## src/rtl/uart_proto_pkg.sv

```systemverilog
// Blackjack UART link protocol: frame tags, card width, decoder states.
// Shared by the link encoder and decoder so both agree on the byte layout.
package uart_proto_pkg;

   localparam int CARD_W = 4;

   localparam logic [3:0] TAG_STATUS = 4'd0;
   localparam logic [3:0] TAG_CARD0  = 4'd1;
   localparam logic [3:0] TAG_CARD1  = 4'd2;
   localparam logic [3:0] TAG_CARD2  = 4'd3;

   typedef logic [CARD_W-1:0] card_t;

   typedef enum logic [1:0] {
      HUNT = 2'd0,
      EXP1 = 2'd1,
      EXP2 = 2'd2,
      EXP3 = 2'd3
   } dec_state_t;

endpackage

```

## src/rtl/uart_decoder_if.sv

```systemverilog
// Receiver FIFO read port: rx_empty, r_data (FWFT head byte), rd_uart pop.
// master = FIFO side, slave = consumer side.
interface uart_decoder_if;
   logic       rx_empty;
   logic [7:0] r_data;
   logic       rd_uart;

   modport master (output rx_empty, output r_data, input rd_uart);
   modport slave  (input rx_empty, input r_data, output rd_uart);
endinterface

```

## src/rtl/uart_rx_timeout.sv

```systemverilog
// Inter-byte idle counter. Ports: clk, rst_n, clr (sync clear), en (count),
// expired (threshold reached this cycle while enabled and not cleared).
module uart_rx_timeout #(
   parameter int TIMEOUT_CYCLES = 1_000_000
) (
   input  logic clk,
   input  logic rst_n,
   input  logic clr,
   input  logic en,
   output logic expired
);

   localparam int W = (TIMEOUT_CYCLES > 2) ? $clog2(TIMEOUT_CYCLES) : 1;
   localparam logic [W-1:0] LAST = W'(TIMEOUT_CYCLES - 1);

   logic [W-1:0] cnt;

   always_ff @(posedge clk or negedge rst_n) begin
      if (!rst_n) begin
         cnt <= '0;
      end else if (clr) begin
         cnt <= '0;
      end else if (en && cnt != LAST) begin
         cnt <= cnt + 1'b1;
      end
   end

   // A byte arriving on the threshold cycle clears instead of expiring.
   assign expired = en & ~clr & (cnt == LAST);

endmodule

```

## src/rtl/uart_decoder.sv

```systemverilog
// Parses 4-byte status/card frames from the RX FIFO, commits whole frames.
// Ports: clk, rst_n, rx (FIFO slave), deal/dealer_finished/cards, pulses, err_count.
module uart_decoder
   import uart_proto_pkg::*;
#(
   parameter int TIMEOUT_CYCLES = 1_000_000
) (
   input  logic          clk,
   input  logic          rst_n,
   uart_decoder_if.slave rx,
   output logic          deal,
   output logic          dealer_finished,
   output card_t [2:0]   dealer_card_values,
   output logic          frame_valid,
   output logic          frame_err,
   output logic [7:0]    err_count
);

   dec_state_t state, state_d;

   logic       byte_v;
   logic [3:0] tag;
   logic [3:0] pay;
   logic       stat_ok, in_seq, card_hunt, bad_byte, tmo;
   logic       err_d, commit_d, ld_st, ld_c0, ld_c1;
   logic       sh_deal, sh_fin;
   card_t      sh_c0, sh_c1;

   // Every presented byte is popped and parsed in the same cycle.
   assign rx.rd_uart = ~rx.rx_empty;
   assign byte_v     = ~rx.rx_empty;
   assign tag        = rx.r_data[3:0];
   assign pay        = rx.r_data[7:4];

   assign stat_ok = byte_v && tag == TAG_STATUS && pay[3:2] == 2'b00;

   assign in_seq = byte_v &&
      ((state == EXP1 && tag == TAG_CARD0) ||
       (state == EXP2 && tag == TAG_CARD1) ||
       (state == EXP3 && tag == TAG_CARD2));

   // Stray cards while hunting are expected after reset/resync.
   assign card_hunt = byte_v && state == HUNT &&
      (tag == TAG_CARD0 || tag == TAG_CARD1 || tag == TAG_CARD2);

   assign bad_byte = byte_v & ~stat_ok & ~in_seq & ~card_hunt;

   uart_rx_timeout #(
      .TIMEOUT_CYCLES(TIMEOUT_CYCLES)
   ) u_tmo (
      .clk     (clk),
      .rst_n   (rst_n),
      .clr     (byte_v | (state == HUNT)),
      .en      (state != HUNT),
      .expired (tmo)
   );

   always_ff @(posedge clk or negedge rst_n) begin
      if (!rst_n) state <= HUNT;
      else        state <= state_d;
   end

   always_comb begin
      state_d = state;
      unique case (1'b1)
         stat_ok:   state_d = EXP1;
         in_seq:    state_d = (state == EXP1) ? EXP2 :
                              (state == EXP2) ? EXP3 : HUNT;
         card_hunt: state_d = HUNT;
         bad_byte:  state_d = HUNT;
         tmo:       state_d = HUNT;
         default:   state_d = state;
      endcase
   end

   always_comb begin
      err_d    = bad_byte | tmo | (stat_ok & (state != HUNT));
      commit_d = in_seq & (state == EXP3);
      ld_st    = stat_ok;
      ld_c0    = in_seq & (state == EXP1);
      ld_c1    = in_seq & (state == EXP2);
   end

   always_ff @(posedge clk or negedge rst_n) begin
      if (!rst_n) begin
         sh_deal <= 1'b0;
         sh_fin  <= 1'b0;
         sh_c0   <= '0;
         sh_c1   <= '0;
      end else begin
         if (ld_st) begin
            sh_deal <= pay[1];
            sh_fin  <= pay[0];
         end
         if (ld_c0) sh_c0 <= pay;
         if (ld_c1) sh_c1 <= pay;
      end
   end

   always_ff @(posedge clk or negedge rst_n) begin
      if (!rst_n) begin
         deal               <= 1'b0;
         dealer_finished    <= 1'b0;
         dealer_card_values <= '0;
         frame_valid        <= 1'b0;
         frame_err          <= 1'b0;
         err_count          <= '0;
      end else begin
         frame_valid <= commit_d;
         frame_err   <= err_d;
         if (commit_d) begin
            deal               <= sh_deal;
            dealer_finished    <= sh_fin;
            dealer_card_values <= {pay, sh_c1, sh_c0};
         end
         if (err_d && err_count != 8'hFF) err_count <= err_count + 8'd1;
      end
   end

endmodule

```

## src/flat_wrapper.sv

```systemverilog
// flat-port wrapper written by rule: the top's interface ports become plain ports
module uart_decoder_flat import uart_proto_pkg::*;
#(
   parameter int TIMEOUT_CYCLES = 1_000_000
)
  (clk, rst_n, deal, dealer_finished, dealer_card_values, frame_valid, frame_err, err_count, rx_rx_empty, rx_r_data, rx_rd_uart);
  uart_decoder_if rx_i ();
  input  logic clk;
  input  logic rst_n;
  output logic deal;
  output logic dealer_finished;
  output card_t [2:0] dealer_card_values;
  output logic frame_valid;
  output logic frame_err;
  output logic [7:0] err_count;
  input wire logic [$bits(rx_i.rx_empty)-1:0] rx_rx_empty;
  input wire logic [$bits(rx_i.r_data)-1:0] rx_r_data;
  output wire logic [$bits(rx_i.rd_uart)-1:0] rx_rd_uart;
  assign rx_i.rx_empty = rx_rx_empty;
  assign rx_i.r_data = rx_r_data;
  assign rx_rd_uart = rx_i.rd_uart;
  uart_decoder #(.TIMEOUT_CYCLES(TIMEOUT_CYCLES)) u_core (.clk(clk), .rst_n(rst_n), .rx(rx_i), .deal(deal), .dealer_finished(dealer_finished), .dealer_card_values(dealer_card_values), .frame_valid(frame_valid), .frame_err(frame_err), .err_count(err_count));
endmodule
```

## config.mk

```make
export PLATFORM = sky130hd
export DESIGN_NAME = uart_decoder_flat
export DESIGN_NICKNAME = d
export VERILOG_FILES = /design/src/rtl/uart_proto_pkg.sv /design/src/rtl/uart_decoder_if.sv /design/src/rtl/uart_rx_timeout.sv /design/src/rtl/uart_decoder.sv /design/src/flat_wrapper.sv
export SDC_FILE = /design/constraint.sdc
export NUM_CORES = 1
export LEC_CHECK = 0
export ABC_CLOCK_PERIOD_IN_PS = 2240
export CORE_ASPECT_RATIO = 0.6
export CORE_MARGIN = 4
export CORE_UTILIZATION = 30
export CTS_CLUSTER_SIZE = 16
export DETAILED_ROUTE_END_ITERATION = 16
export SLEW_MARGIN = 20
export SYNTH_ARGS = -nofsm -noshare
export SYNTH_HDL_FRONTEND = slang
export SYNTH_SLANG_ARGS = --single-unit
export TNS_END_PERCENT = 20
```

## constraint.sdc

```tcl
create_clock -name clk -period 2.24 [get_ports clk]
set_input_delay 0.224 -clock clk [delete_from_list [all_inputs] [get_ports clk]]
set_output_delay 0.224 -clock clk [all_outputs]
set_load 0.02 [all_outputs]
```

==> qor.yml <==
critPathKind: "reg -> reg"
finClkSkew_ps: 6.07
p_per_area_nw_per_um2: 735
nNetsFinal: 289
synth_cell_types: 39
peakVddDrop_uv: 539
synth-edff-count: 0
synthCells: 226
post_cts_buffers: 0
antenna_cells: 0
crit_fanout: 6
period_needed_ps: 2140
yosys_warnings: 0
final_common_cell: "dfrtp_1"
postSynth.asyncResetShare_pct: 100
start_util_pct: 30.9
clock-sinks: 56
min_path_type: "in -> async"
grt_overflow: 0
clk_latency_ps: 290
dp_slack_ps: -82.2
grt_first_pass_wirelength_mm: 9.11
wl_met1_mm: 3.04
grt_max_degree: 50
path_clk_slew_ps: 70
switchingPower_mw: 0.641
layout_common_cells: "dfrtp_1 (56), clkdlybuf4s50_1 (34), nor2_1 (25)"
max-cap-violations: 0
setup_viol: 0
max_freq_ghz: 0.467
p_int_mw: 1.82
dp_hpwl_mm: 3.83
ys_ff_latch: 56
io_pins: 36
avgSynthCellArea_um2: 11.6
final-hold-violation-count: 0
p_seq_share_pct: 47.3
p_sw_share_pct: 26.1
synth_fp_nets: 243
layout-drive-gt1-share_pct: 13.2
cts_buffer_depth: 2
via_count: 1835
end_kind: "flip-flop"
p_comb_share_pct: 16.7
syn_to_final_growth_pct: 27.0
die_h_um: 80.5
grt_pass1_vias: 1842
r2r_setup_slack_ps: 100
antenna_found_initial: 0
cts_tree: "done"
fp.coreArea_um2: 8520
first_pass_iters: 4
status: "complete, no violations"
met3_length_um: 254
rows: 26
rr_startpoint: "u_core.state[0]"
wl_per_cell_um: 13.7
leakage_nw: 1.48
htree_levels: 2
fin_util_pct: 39.2
die_w_um: 129
gp_congestion: 0.803
rr_worst_depth: 8
setup_ws_ps: 101
antenna_left: 0
routed_wl_mm: 5.26
drtIter0Drc: 67
wl_met2_mm: 1.93
fp.dieArea_um2: 10400
drcViolationCount: 0
rsz0062_at_grt: "true"
whs_ps: 314
arrival_ps: 2310
ys_seq_area_share_pct: 53.3
reg2reg_to: "u_core.err_count[6]"
cts_buffers: 5
synth_area_um2: 2630
numPlacedInstances: 376
relSlewSlack_pct: 75.4
required_ps: 2410
maxUsedRoutingLayer: "met4"
post-route-period-util_pct: 95.5
synth_ff_type: "dfrtp_1"
final_max_slew_viol_count: 0
track_usage_pct: 11.1
clockPowerShare_pct: 36.0
port_buffers: 35
layoutNonFillerInstCount: 385
cts_root_buf: "clkbuf_16"
tightest_slew_ps: 366
viasPerCell: 4.77
crit_path_start_kind: "flip-flop"
worst max-delay path by stage:
stage | start | end | slack (ps) | depth (start not counted)
finish | u_core.state[0] | u_core.err_count[6] | 100 | 8
floorplan | u_core.state[0] | u_core.err_count[1] | 170 | 9
detailed placement | rx_r_data[0] | u_core.err_count[6] | -80 | 7
CTS | u_core.state[0] | u_core.err_count[6] | 70 | 8
global placement | rx_r_data[0] | u_core.err_count[1] | -30 | 7
global route | u_core.state[0] | u_core.err_count[3] | -40 | 9
power groups by stage:
stage          clock network (mW)  logic (mW)  registers [mW]
6_report                    0.885       0.410            1.16
5_1_grt                     0.954       0.445            1.18
4_1_cts                     0.916       0.415            1.16
3_5_place_dp                    0       0.411            1.18
3_3_place_gp                    0       0.407            1.18
2_1_floorplan                   0       0.140            1.23
final cells by class:
class / count / area [um^2]
fillers: 832 / 5180
flip-flops and latches: 56 / 1400
multi-input cells: 159 / 1170
repair buffers: 46 / 443
well taps: 112 / 140
clock buffers: 6 / 129
clock inverters: 2 / 38.8
inverters: 4 / 15.0
routing by layer:
layer	up-vias	global-route usage [%]
li1	887	-
met1	905	17.3
met2	37	15.0
met3	6	3.52
met4	0	1.89
met5	-	0
cell families after synthesis:
kind of cell	Yosys count	synth area share, %
DFF	56	53.3
muxes	27	11.7
buffers and inverters	11	2.52
adders and majority gates	6	2.85
AOI/OAI and AO/OA	19	4.33
and+or+nand+nor	86	18.4
xor gates and xnor gates	21	6.99
synth_stat cells (all sizes together) (2+ instances only):
cell type / n / area (um^2)
dfrtp: 56 / 1400
mux2: 26 / 297
nor2: 25 / 93.8
xor2: 15 / 131
nand3: 12 / 60.1
nand2: 10 / 37.5
o21ai: 8 / 40.0
and3: 7 / 43.8
nand4: 7 / 43.8
ha: 6 / 75.1
nor2b: 6 / 37.5
xnor2: 6 / 52.6
a21oi: 5 / 25.0
buf: 5 / 43.8
and4: 4 / 35.0
inv: 4 / 15.0
nor4: 4 / 46.3
nor3: 3 / 26.3
a31oi: 2 / 12.5
and2: 2 / 15.0
clkbuf: 2 / 7.51
nand2b: 2 / 12.5
or3: 2 / 12.5
state kept, by name, indices dropped and copies added (netlist names):
| register | flops |
|---|---|
| u_core.deal | 1 |
| u_core.dealer_card_values | 12 |
| u_core.dealer_finished | 1 |
| u_core.err_count | 8 |
| u_core.frame_err | 1 |
| u_core.frame_valid | 1 |
| u_core.sh_c0 | 4 |
| u_core.sh_c1 | 4 |
| u_core.sh_deal | 1 |
| u_core.sh_fin | 1 |
| u_core.state | 2 |
| u_core.u_tmo.cnt | 20 |
critical path: stages (launching register included):
cell,delay (ps)
dfrtp_1,430
inv_1,120
ha_2,240
nor3_1,70
nor4_2,260
o21ai_1,100
a211o_1,350
nand4_1,130
mux2_1,320
metrics by stage:
step                cell area, um^2  power [mW]  TNS [ps]
CTS                            3330        2.49         0
global placement               3150        1.59     -72.8
detailed placement             3150        1.59      -358
floorplan                      2630        1.37         0
global route                   3340        2.57      -118
finish                         3340        2.46         0
repair_timing:
item	CTS	global route
gates resized for setup	0	3
endpoints found under the setup margin	0	9
endpoints found under the hold margin	7	0
hold buffers	1	0
Power figures use the tool's default switching activity.
